`src/rtl/mem_pkg.sv`:
```
// Shared types and constants for the 6502 SRAM controller.
// Build option: SRAM_CTRL_SYNC_IN_EN registers the SRAM read data before delivery.
package mem_pkg;

   localparam int unsigned ADDR_W      = 24;
   localparam int unsigned DATA_W      = 8;
   localparam int unsigned WAIT_W      = 4;
   localparam int unsigned BURST_LEN   = 8;
   localparam int unsigned BURST_OFF_W = 3;

`ifdef SRAM_CTRL_SYNC_IN_EN
   localparam bit SYNC_IN_EN = 1'b1;
`else
   localparam bit SYNC_IN_EN = 1'b0;
`endif

   typedef enum logic [1:0] {
      IDLE,
      READ,
      WRITE,
      RECOV
   } Sram_State_Type;

   // Registered drive towards the external SRAM pins.
   typedef struct packed {
      logic [ADDR_W-1:0] addr;
      logic              ce_n;
      logic              oe_n;
      logic              we_n;
      logic              dq_oe;
      logic [DATA_W-1:0] dq_o;
   } sram_drv_t;

   // Next address of a fill burst: line offset wraps, line base is held.
   function automatic logic [ADDR_W-1:0] burst_next_addr(input logic [ADDR_W-1:0] a);
      return {a[ADDR_W-1:BURST_OFF_W], BURST_OFF_W'(a[BURST_OFF_W-1:0] + 1'b1)};
   endfunction

endpackage

```
`src/rtl/sram_ctrl_6502_if.sv`:
```
// Cache-side memory port of the SRAM controller.
interface sram_ctrl_6502_if;

   logic [mem_pkg::ADDR_W-1:0] mem_addr;
   logic                       mem_en;
   logic                       mem_wr;
   logic                       mem_rburst;
   logic                       mem_wburst;
   logic [mem_pkg::DATA_W-1:0] mem_wdata;
   logic                       mem_rdy;
   logic [mem_pkg::DATA_W-1:0] mem_rdata;
   logic [mem_pkg::DATA_W-1:0] mem_rdata0;
   logic                       mem_rdata_load;

   modport master (
      output mem_addr, mem_en, mem_wr, mem_rburst, mem_wburst, mem_wdata,
      input  mem_rdy, mem_rdata, mem_rdata0, mem_rdata_load
   );

   modport slave (
      input  mem_addr, mem_en, mem_wr, mem_rburst, mem_wburst, mem_wdata,
      output mem_rdy, mem_rdata, mem_rdata0, mem_rdata_load
   );

endinterface

```
`src/rtl/sram_ctrl_6502_sram_dq_sync.sv`:
```
// Delivery path for completed beats: direct from the SRAM pins, or, with
// SRAM_CTRL_SYNC_IN_EN defined, through a capture register with the read
// strobe delayed by one cycle. Write beats are never delayed.
module sram_dq_sync
   import mem_pkg::*;
(
   input  logic              clk,
   input  logic              rst,
   input  logic              ld_rd,
   input  logic              ld_wr,
   input  logic [DATA_W-1:0] wdata,
   input  logic [DATA_W-1:0] dq_i,
   output logic              load_c,
   output logic [DATA_W-1:0] data0_c
);

`ifdef SRAM_CTRL_SYNC_IN_EN
   logic [DATA_W-1:0] cap_q;
   logic              dly_q;

   // Capture read data on the beat's last cycle and delay its strobe.
   always_ff @(posedge clk or posedge rst) begin
      if (rst) begin
         cap_q <= '0;
         dly_q <= 1'b0;
      end else begin
         dly_q <= ld_rd;
         if (ld_rd) begin
            cap_q <= dq_i;
         end
      end
   end

   assign load_c  = dly_q | ld_wr;
   assign data0_c = ld_wr ? wdata : cap_q;
`else
   logic unused_clk_rst;

   assign unused_clk_rst = clk ^ rst;
   assign load_c         = ld_rd | ld_wr;
   assign data0_c        = ld_wr ? wdata : dq_i;
`endif

endmodule

```
`src/rtl/sram_ctrl_6502.sv`:
```
// SRAM controller behind the 6502 cache: single byte reads/writes and
// 8-byte wrapping fill bursts on an asynchronous byte-wide SRAM.
// Build option: SRAM_CTRL_SYNC_IN_EN (registered read data, one extra cycle).
module sram_ctrl_6502
   import mem_pkg::*;
#(
   parameter int unsigned WAIT_STATES = 2
) (
   input  logic              clk,
   input  logic              rst,
   sram_ctrl_6502_if.slave   bus,
   output logic [ADDR_W-1:0] sram_addr,
   output logic              sram_ce_n,
   output logic              sram_oe_n,
   output logic              sram_we_n,
   output logic [DATA_W-1:0] sram_dq_o,
   output logic              sram_dq_oe,
   input  logic [DATA_W-1:0] sram_dq_i
);

   localparam logic [WAIT_W-1:0]      WAIT_CNT  = WAIT_W'(WAIT_STATES);
   localparam logic [BURST_OFF_W-1:0] LAST_BEAT = BURST_OFF_W'(BURST_LEN - 1);
   localparam bit                     NO_WAIT   = (WAIT_STATES == 0);

   Sram_State_Type         state_q, state_d;
   logic [WAIT_W-1:0]      cnt_q, cnt_d;
   logic [BURST_OFF_W-1:0] beat_q, beat_d;
   logic                   burst_q, burst_d;
   logic                   ext_q, ext_d;
   logic [DATA_W-1:0]      wdata_q, wdata_d;
   sram_drv_t              drv_q, drv_d;
   logic                   rdy_q, rdy_d;
   logic                   ld_rd_q, ld_rd_d;
   logic                   ld_wr_q, ld_wr_d;
   logic [DATA_W-1:0]      rdata_q;
   logic                   load_c;
   logic [DATA_W-1:0]      data0_c;
   logic                   unused_wburst;

   assign unused_wburst = bus.mem_wburst;

   // Next state, beat sequencing and SRAM strobe generation.
   always_comb begin
      state_d = state_q;
      cnt_d   = cnt_q;
      beat_d  = beat_q;
      burst_d = burst_q;
      ext_d   = ext_q;
      wdata_d = wdata_q;
      drv_d   = drv_q;
      rdy_d   = rdy_q;
      ld_rd_d = 1'b0;
      ld_wr_d = 1'b0;
      case (state_q)
         IDLE: begin
            if (bus.mem_en) begin
               drv_d.addr = bus.mem_addr;
               drv_d.ce_n = 1'b0;
               cnt_d      = WAIT_CNT;
               beat_d     = '0;
               burst_d    = bus.mem_rburst & ~bus.mem_wr;
               wdata_d    = bus.mem_wdata;
               ext_d      = 1'b0;
               rdy_d      = 1'b0;
               if (bus.mem_wr) begin
                  state_d     = WRITE;
                  drv_d.we_n  = 1'b0;
                  drv_d.dq_oe = 1'b1;
                  drv_d.dq_o  = bus.mem_wdata;
                  ld_wr_d     = NO_WAIT;
               end else begin
                  state_d    = READ;
                  drv_d.oe_n = 1'b0;
                  ld_rd_d    = NO_WAIT;
               end
            end
         end
         READ: begin
            if (cnt_q != '0) begin
               cnt_d   = cnt_q - 1'b1;
               ld_rd_d = (cnt_q == WAIT_W'(1));
            end else if (burst_q && (beat_q != LAST_BEAT)) begin
               beat_d     = beat_q + 1'b1;
               cnt_d      = WAIT_CNT;
               drv_d.addr = burst_next_addr(drv_q.addr);
               ld_rd_d    = NO_WAIT;
            end else begin
               state_d    = RECOV;
               drv_d.ce_n = 1'b1;
               drv_d.oe_n = 1'b1;
               ext_d      = SYNC_IN_EN;
            end
         end
         WRITE: begin
            if (cnt_q != '0) begin
               cnt_d   = cnt_q - 1'b1;
               ld_wr_d = (cnt_q == WAIT_W'(1));
            end else begin
               state_d    = RECOV;
               drv_d.ce_n = 1'b1;
               drv_d.we_n = 1'b1;
            end
         end
         RECOV: begin
            // Extra recovery cycle covers the delayed final read strobe.
            if (ext_q) begin
               ext_d = 1'b0;
            end else begin
               state_d     = IDLE;
               drv_d.dq_oe = 1'b0;
               rdy_d       = 1'b1;
            end
         end
         default: state_d = IDLE;
      endcase
   end

   // State and registered outputs.
   always_ff @(posedge clk or posedge rst) begin
      if (rst) begin
         state_q    <= IDLE;
         cnt_q      <= '0;
         beat_q     <= '0;
         burst_q    <= 1'b0;
         ext_q      <= 1'b0;
         wdata_q    <= '0;
         drv_q.addr <= '0;
         drv_q.ce_n <= 1'b1;
         drv_q.oe_n <= 1'b1;
         drv_q.we_n <= 1'b1;
         drv_q.dq_oe <= 1'b0;
         drv_q.dq_o <= '0;
         rdy_q      <= 1'b1;
         ld_rd_q    <= 1'b0;
         ld_wr_q    <= 1'b0;
      end else begin
         state_q <= state_d;
         cnt_q   <= cnt_d;
         beat_q  <= beat_d;
         burst_q <= burst_d;
         ext_q   <= ext_d;
         wdata_q <= wdata_d;
         drv_q   <= drv_d;
         rdy_q   <= rdy_d;
         ld_rd_q <= ld_rd_d;
         ld_wr_q <= ld_wr_d;
      end
   end

   sram_dq_sync u_dq_sync (
      .clk     (clk),
      .rst     (rst),
      .ld_rd   (ld_rd_q),
      .ld_wr   (ld_wr_q),
      .wdata   (wdata_q),
      .dq_i    (sram_dq_i),
      .load_c  (load_c),
      .data0_c (data0_c)
   );

   // Copy of the last delivered byte.
   always_ff @(posedge clk or posedge rst) begin
      if (rst) begin
         rdata_q <= '0;
      end else if (load_c) begin
         rdata_q <= data0_c;
      end
   end

   assign bus.mem_rdy        = rdy_q;
   assign bus.mem_rdata      = rdata_q;
   assign bus.mem_rdata0     = data0_c;
   assign bus.mem_rdata_load = load_c;
   assign sram_addr          = drv_q.addr;
   assign sram_ce_n          = drv_q.ce_n;
   assign sram_oe_n          = drv_q.oe_n;
   assign sram_we_n          = drv_q.we_n;
   assign sram_dq_oe         = drv_q.dq_oe;
   assign sram_dq_o          = drv_q.dq_o;

endmodule

```
`src/flat_wrapper.sv`:
```
// flat-port wrapper written by rule: the top's interface ports become plain ports
module sram_ctrl_6502_flat import mem_pkg::*;
#(
   parameter int unsigned WAIT_STATES = 2
)
  (clk, rst, sram_addr, sram_ce_n, sram_oe_n, sram_we_n, sram_dq_o, sram_dq_oe, sram_dq_i, bus_mem_addr, bus_mem_en, bus_mem_wr, bus_mem_rburst, bus_mem_wburst, bus_mem_wdata, bus_mem_rdy, bus_mem_rdata, bus_mem_rdata0, bus_mem_rdata_load);
  sram_ctrl_6502_if bus_i ();
  input  logic clk;
  input  logic rst;
  output logic [ADDR_W-1:0] sram_addr;
  output logic sram_ce_n;
  output logic sram_oe_n;
  output logic sram_we_n;
  output logic [DATA_W-1:0] sram_dq_o;
  output logic sram_dq_oe;
  input  logic [DATA_W-1:0] sram_dq_i;
  input wire logic [$bits(bus_i.mem_addr)-1:0] bus_mem_addr;
  input wire logic [$bits(bus_i.mem_en)-1:0] bus_mem_en;
  input wire logic [$bits(bus_i.mem_wr)-1:0] bus_mem_wr;
  input wire logic [$bits(bus_i.mem_rburst)-1:0] bus_mem_rburst;
  input wire logic [$bits(bus_i.mem_wburst)-1:0] bus_mem_wburst;
  input wire logic [$bits(bus_i.mem_wdata)-1:0] bus_mem_wdata;
  output wire logic [$bits(bus_i.mem_rdy)-1:0] bus_mem_rdy;
  output wire logic [$bits(bus_i.mem_rdata)-1:0] bus_mem_rdata;
  output wire logic [$bits(bus_i.mem_rdata0)-1:0] bus_mem_rdata0;
  output wire logic [$bits(bus_i.mem_rdata_load)-1:0] bus_mem_rdata_load;
  assign bus_i.mem_addr = bus_mem_addr;
  assign bus_i.mem_en = bus_mem_en;
  assign bus_i.mem_wr = bus_mem_wr;
  assign bus_i.mem_rburst = bus_mem_rburst;
  assign bus_i.mem_wburst = bus_mem_wburst;
  assign bus_i.mem_wdata = bus_mem_wdata;
  assign bus_mem_rdy = bus_i.mem_rdy;
  assign bus_mem_rdata = bus_i.mem_rdata;
  assign bus_mem_rdata0 = bus_i.mem_rdata0;
  assign bus_mem_rdata_load = bus_i.mem_rdata_load;
  sram_ctrl_6502 #(.WAIT_STATES(WAIT_STATES)) u_core (.clk(clk), .rst(rst), .bus(bus_i), .sram_addr(sram_addr), .sram_ce_n(sram_ce_n), .sram_oe_n(sram_oe_n), .sram_we_n(sram_we_n), .sram_dq_o(sram_dq_o), .sram_dq_oe(sram_dq_oe), .sram_dq_i(sram_dq_i));
endmodule
```
`config.mk`:
```
export PLATFORM = sky130hd
export DESIGN_NAME = sram_ctrl_6502_flat
export DESIGN_NICKNAME = d
export VERILOG_FILES = /design/src/rtl/mem_pkg.sv /design/src/rtl/sram_ctrl_6502_if.sv /design/src/rtl/sram_ctrl_6502_sram_dq_sync.sv /design/src/rtl/sram_ctrl_6502.sv /design/src/flat_wrapper.sv
export SDC_FILE = /design/constraint.sdc
export NUM_CORES = 1
export LEC_CHECK = 0
export ABC_AREA = 1
export ABC_CLOCK_PERIOD_IN_PS = 4000
export CAP_MARGIN = 20
export CELL_PAD_IN_SITES_DETAIL_PLACEMENT = 0
export CELL_PAD_IN_SITES_GLOBAL_PLACEMENT = 2
export CORE_MARGIN = 2
export CORE_UTILIZATION = 28
export CTS_CLUSTER_DIAMETER = 200
export DETAILED_ROUTE_END_ITERATION = 10
export GPL_TIMING_DRIVEN = 0
export PLACE_DENSITY_LB_ADDON = 0.1
export SKIP_LAST_GASP = 1
export SLEW_MARGIN = 5
export SYNTH_ARGS = -nofsm -noshare
export SYNTH_HDL_FRONTEND = slang
export SYNTH_HIERARCHICAL = 1
export SYNTH_SLANG_ARGS = --single-unit
```
`constraint.sdc`:
```
create_clock -name clk -period 4 [get_ports clk]
set_clock_uncertainty 0.1 [all_clocks]
set_input_delay 1 -clock clk [delete_from_list [all_inputs] [get_ports clk]]
set_output_delay 1 -clock clk [all_outputs]
set_load 0.02 [all_outputs]
```
==> results_dict.tcl, run 1 <==
set metrics [dict create \
    outcome "finished clean" \
    final_net_count 523 \
    stdcell_count 606 \
    worst-setup-path-type "in -> out" \
    peakVddDrop_uv 317.7 \
    htree_num_levels 3 \
    rsz0062_at_grt "no" \
    antenna_found_initial 0 \
    p_int_mw 1.975 \
    clk_pin_slew_ns 0.07 \
    drive_gt1_share_pct 9.362 \
    diodes 0 \
    track_usage_pct 15.17 \
    r2r_setup_slack_ns 2.15 \
    cts_hold_buf 0 \
    core_um2 10420 \
    dr.pass1.iters 4 \
    synth_cell_types 26 \
    clockRootBuffer "clkbuf_8" \
    post_cts_buffers 0 \
    place.gp.congestion 0.7527 \
    fp.dieW_um 108.0 \
    setup_viol_count_final 0 \
    synth_top_area_cell "dfrtp_1" \
    ctsLongestPathBuffers 2 \
    tightest_slew_ns 0.4780 \
    pwr_density_cell_nw_per_um2 765.6 \
    wl_per_cell_um 13.80 \
    crit_start "sram_dq_i[4]" \
    crit_required_ns 2.90 \
    cts_tree "done" \
    ios 100 \
    arrival_ns 2.20 \
    start_kind "input pin" \
    layout_common_cells "156 x nand2_1, 98 x clkdlybuf4s50_1, 61 x dfrtp_1" \
    cp-endpoint "bus_mem_rdata0[4]" \
    cp_slowest_stage_delay_ns 0.62 \
    dp_slack_ns 0.6835 \
    worstHoldPathType "reg -> reg" \
    p_sw_share_pct 41.45 \
    slowest_stage "clkdlybuf4s50_1" \
    grt_pass1_wl_um 13630 \
    reg2reg_to "u_core/beat_q[0]$_DFFE_PP0P_" \
    async_flop_share_pct 100.0 \
    p_comb_share_pct 50.4 \
    route.detailed.drc 0 \
    ys_top_cells_by_area "dfrtp_1 50%, nand2_1 19%, o21ai_0 7.4%, ha_1 4.5%, dfstp_2 3.5%" \
    place_hpwl_um 6065 \
    clk_latency_ns 0.33 \
    grt_pass1_vias 2736 \
    rows 37 \
    portBuffers 98 \
    synth_nets 413 \
    crit_cells 4 \
    drt_iter0_drc 136 \
    maxSlewViolCount 0 \
    clock-sinks 65 \
    numCtsBuffers 9 \
    yosysWarnings 6 \
    hold_violations 0 \
    die_area_um2 11670 \
    vias 2686 \
    synthCells 356 \
    critPathTopFamily "buffers and inverters" \
    dp_cells 591 \
    power.total_mw 3.374 \
    cap_viol_max_count 0 \
    synth.yosys.seq_area_share_pct 53.84 \
    fin_crit_sh_pct 82.52 \
    leakage_nw 2.075 \
    syn_area_um2 3030 \
    worstRegToRegCells 9 \
    drt-total-wl_um 8360 \
    grt_overflow 0 \
    grt_max_degree 43 \
    worstPathCellList "clkdlybuf4s50_1 > nand2_1 > nand2_1 > clkdlybuf4s50_1" \
    p_switching_mw 1.399 \
    viasPerCell 4.432 \
    worst-path-max-fanout 2 \
    layout_setup_ws_ns 0.6994 \
    timing.fmax_ghz 0.3030 \
    timing.rr.start "u_core/state_q[1]$_DFFE_PP0P_" \
    crit_buf_inv 2 \
    slew-limit-headroom_pct 68.13 \
    ys_ff_latch 65 \
    start_util_pct 29.09 \
    synth_edf_count 0 \
    ys.flop_type "dfrtp_1" \
    mostFrequentLayoutCell "nand2_1" \
    fin_crit_ns 3.301 \
    sequentialPowerShare_pct 32.6 \
    syn2layout_area_growth_pct 45.42 \
    final_util_pct 42.31 \
    synth_top_area_share_pct 50.37 \
    clockPowerShare_pct 17.1 \
    cts_resized 0 \
    ant_nets 0 \
    die_h_um 108.0 \
    end_kind "primary output" \
    synth_area_per_cell_um2 8.512 \
]
cells in the mapped netlist, types with 2 or more instances:
library cell	count
ha_1	11
o21ai_2	4
inv_2	3
mux2_2	8
nand4_1	2
buf_1	2
o21ai_0	45
nand2_2	2
inv_1	20
clkbuf_1	6
dfstp_2	4
nand3_1	7
nand2_1	156
dfrtp_1	61
nor2_1	10
a21oi_1	4
buf_6	2
kinds of logic after synthesis:
family                     synth area share [%]
AOI/OAI and AO/OA                         9.661
adders and majority gates                 4.542
buffers and inverters                     4.831
DFF                                       53.84
muxes                                     2.973
and+or+nand+nor                           24.15
tightest hold or removal path, delay by kind of cell, from the launching register on:
kind,cells,cell delay [ns]
flip-flops,1,0.38
AND/OR/NAND/NOR,2,0.11
sequential cells by signal, summed over array words and instances, names as in the netlist, 2 cells and up:
register              count
u_core/state_q            2
u_core/sram_dq_o          8
u_core/wdata_q            8
u_core/cnt_q              4
u_core/sram_addr         24
u_core/bus.mem_rdata      8
u_core/beat_q             3
how the worst min path moves through the flow:
stage	from	endpoint	slack, ns	cells after the start
4_1_cts	u_core/sram_ce_n$_DFFE_PP1P_	u_core/sram_ce_n$_DFFE_PP1P_	0.38	2
2_1_floorplan	u_core/wdata_q[6]$_DFFE_PP0P_	u_core/wdata_q[6]$_DFFE_PP0P_	0.35	2
3_5_place_dp	u_core/sram_ce_n$_DFFE_PP1P_	u_core/sram_ce_n$_DFFE_PP1P_	0.37	2
5_1_grt	u_core/sram_addr[12]$_DFFE_PP0P_	u_core/sram_addr[12]$_DFFE_PP0P_	0.41	2
3_3_place_gp	u_core/sram_addr[23]$_DFFE_PP0P_	u_core/sram_addr[23]$_DFFE_PP0P_	0.37	2
6_report	u_core/sram_ce_n$_DFFE_PP1P_	u_core/sram_ce_n$_DFFE_PP1P_	0.38	2
per-stage QoR:
step | hold WS, ns | setup TNS [ns] | cell area [µm²]
6_report | 0.3782 | 0 | 4407
2_1_floorplan | 0.3488 | 0 | 3030
5_1_grt | 0.4094 | 0 | 4407
3_3_place_gp | 0.3659 | -3.439 | 4182
3_5_place_dp | 0.3689 | 0 | 4212
4_1_cts | 0.3829 | 0 | 4407
metal layers:
metal / global-route usage (%) / share of wire, % / vias to the layer above
li1: - / - / 1353
met1: 19.91 / 47 / 1258
met2: 24.08 / 46 / 66
met3: 3.677 / 5.6 / 9
met4: 6.044 / 1.1 / 0
met5: 0 / 0 / -
layout make-up:
class | instances | area [µm²]
clock buffer | 12 | 155.1
buffer | 11 | 60.06
inverter | 23 | 88.84
sequential | 65 | 1632
fill | 1091 | 6010
tap | 136 | 170.2
timing repair buffer | 99 | 1008
clock inverter | 3 | 40.04
multi-input combinational | 257 | 1252
power groups by stage:
stage	Combinational [mW]	Sequential, mW	Clock (mW)
finish	1.70	1.10	0.576
global route	1.90	1.13	0.634
CTS	1.73	1.10	0.602
detailed placement	1.72	1.11	0
global placement	1.70	1.11	0
floorplan	0.781	1.33	0
Note: power is estimated with default switching activity, not from simulation.
==> run 2: changes to the inputs <==
--- a/config.mk
+++ b/config.mk
@@ -6,12 +6,12 @@
 export NUM_CORES = 1
 export LEC_CHECK = 0
 export ABC_AREA = 1
-export ABC_CLOCK_PERIOD_IN_PS = 4000
+export ABC_CLOCK_PERIOD_IN_PS = 2950
 export CAP_MARGIN = 20
 export CELL_PAD_IN_SITES_DETAIL_PLACEMENT = 0
 export CELL_PAD_IN_SITES_GLOBAL_PLACEMENT = 2
 export CORE_MARGIN = 2
-export CORE_UTILIZATION = 28
+export CORE_UTILIZATION = 23
 export CTS_CLUSTER_DIAMETER = 200
 export DETAILED_ROUTE_END_ITERATION = 10
 export GPL_TIMING_DRIVEN = 0
==> constraint.sdc (replaced) <==
create_clock -name clk -period 2.95 [get_ports clk]
set_clock_uncertainty 0.1 [all_clocks]
set_input_delay 0.7375 -clock clk [delete_from_list [all_inputs] [get_ports clk]]
set_output_delay 0.7375 -clock clk [all_outputs]
set_load 0.02 [all_outputs]
==> run 2 against run 1 <==
Effect of this change: sequential power rose by 36%; die area increased by 21%; design area is 3.9% higher; global-route usage fell by 1.8 points; combinational power rose by 35%.
==> results_dict.tcl, run 2 (synthesis results as in run 1) <==
set metrics [dict create \
    outcome "finished clean" \
    vias 2705 \
    grt_pass1_wl_um 14700 \
    clockPowerShare_pct 23.3 \
    portBuffers 98 \
    cts_hold_buf 0 \
    route.detailed.drc 0 \
    numCtsBuffers 9 \
    ios 100 \
    mostFrequentLayoutCell "nand2_1" \
    die_area_um2 14110 \
    arrival_ns 1.97 \
    ctsLongestPathBuffers 2 \
    drive_gt1_share_pct 9.554 \
    post_cts_buffers 0 \
    grt_pass1_vias 2867 \
    pwr_density_cell_nw_per_um2 1084 \
    hold_slack_ns 0.3843 \
    clk_latency_ns 0.34 \
    stdcell_count 643 \
    wl_per_cell_um 13.44 \
    core_um2 12720 \
    viasPerCell 4.207 \
    rsz0062_at_grt "no" \
    htree_num_levels 3 \
    fillers 1401 \
    worstHoldPathType "reg -> reg" \
    hold_violations 0 \
    leakage_nw 2.132 \
    rows 41 \
    power.total_mw 4.961 \
    p_sw_share_pct 39.30 \
    worst-setup-path-type "in -> out" \
    diodes 0 \
    slew-limit-headroom_pct 67.26 \
    maxSlewViolCount 0 \
    grt.busiest_layer "met2" \
    cap_viol_max_count 0 \
    start_kind "input pin" \
    syn2layout_area_growth_pct 51.07 \
    cts_resized 0 \
    track_usage_pct 13.33 \
    drt-total-wl_um 8641 \
    peakVddDrop_uv 311.7 \
    p_switching_mw 1.950 \
    grt_max_degree 45 \
    end_kind "primary output" \
    layout_common_cells "156 x nand2_1, 98 x clkdlybuf4s50_1, 61 x dfrtp_1" \
    largest_register_ffs 24 \
    dr.pass1.iters 4 \
    tightest_slew_ns 0.4911 \
    grtUsageMet1_pct 16.78 \
    grt_use_met2_pct 21.59 \
    worst-path-max-fanout 2 \
    clock-sinks 65 \
    die_h_um 118.8 \
    timing.fmax_ghz 0.3561 \
    place.gp.congestion 0.6736 \
    antenna_found_initial 0 \
    sequentialPowerShare_pct 30.3 \
    drt_iter0_drc 81 \
    postLayoutCellArea_um2 4578 \
    p_comb_share_pct 46.4 \
    fp.dieW_um 118.8 \
    grt_overflow 0 \
    tns_ns 0 \
    clk_pin_slew_ns 0.05 \
    crit_required_ns 2.11 \
    final_net_count 523 \
    fin_crit_sh_pct 95.19 \
    cts_tree "done" \
    start_util_pct 23.82 \
    dp_cells 627 \
    clockRootBuffer "clkbuf_16" \
    dpl_cell_area_um2 4257 \
    grt_use_met3_pct 4.199 \
    p_int_mw 3.011 \
    ant_nets 0 \
    fin_crit_ns 2.808 \
    setup_viol_count_final 0 \
    place_hpwl_um 6414 \
]
run 2: final cells by class:
| type | instances | area (µm²) | share of cell area, % |
|---|---|---|---|
| Buffer | 11 | 60.06 | 1.312 |
| Tap cell | 172 | 215.2 | 4.701 |
| Timing Repair Buffer | 99 | 1008 | 22.03 |
| Multi-Input combinational cell | 257 | 1252 | 27.36 |
| Clock inverter | 5 | 78.83 | 1.722 |
| Sequential cell | 65 | 1632 | 35.64 |
| Inverter | 23 | 88.84 | 1.940 |
| Clock buffer | 11 | 242.7 | 5.302 |
run 2: per-layer routing:
layer  vias to the layer above  routed length (µm)  share of wire [%]
met2                        67                4093                 47
met5                         -                   0                  0
met4                         0                 141                1.6
li1                       1353                   -                  -
met3                        10                 421                4.9
met1                      1275                3984                 46
run 2: critical path: stages:
cell and delay (ns):
clkdlybuf4s50_1 0.46, nand2_1 0.05, nand2_1 0.08, clkdlybuf4s50_1 0.64
run 2: worst paths after layout:
check	from	end	slack (ns)	cells past startpoint
min in group asynchronous	rst	u_core/sram_addr[10]$_DFFE_PP0P_	0.62	2
max in group asynchronous	rst	u_core/sram_oe_n$_DFFE_PP1P_	1.55	3
worst max register to register	u_core/state_q[0]$_DFFE_PP0P_	u_core/state_q[0]$_DFFE_PP0P_	1.11	9
worst min register to register	u_core/sram_dq_o[6]$_DFFE_PP0P_	u_core/sram_dq_o[6]$_DFFE_PP0P_	0.38	2
worst max-delay path	sram_dq_i[3]	bus_mem_rdata0[3]	0.14	4
worst min-delay path	u_core/sram_dq_o[6]$_DFFE_PP0P_	u_core/sram_dq_o[6]$_DFFE_PP0P_	0.38	2
run 2: power groups by stage:
stage / combinational, mW / sequential (mW) / clock (mW)
after floorplan: 1.06 / 1.80 / 0
after global routing: 2.58 / 1.56 / 1.24
after detailed placement: 2.34 / 1.52 / 0
after global placement: 2.34 / 1.51 / 0
final: 2.30 / 1.50 / 1.16
after CTS: 2.35 / 1.51 / 1.20
run 2: metrics by stage:
stage	util, %	worst slack (ns)
2_1_floorplan	-	0.4927
5_1_grt	35.99	0.06745
6_report	35.99	0.1418
4_1_cts	35.99	0.1370
3_3_place_gp	33.22	-0.9300
3_5_place_dp	33.46	0.1437
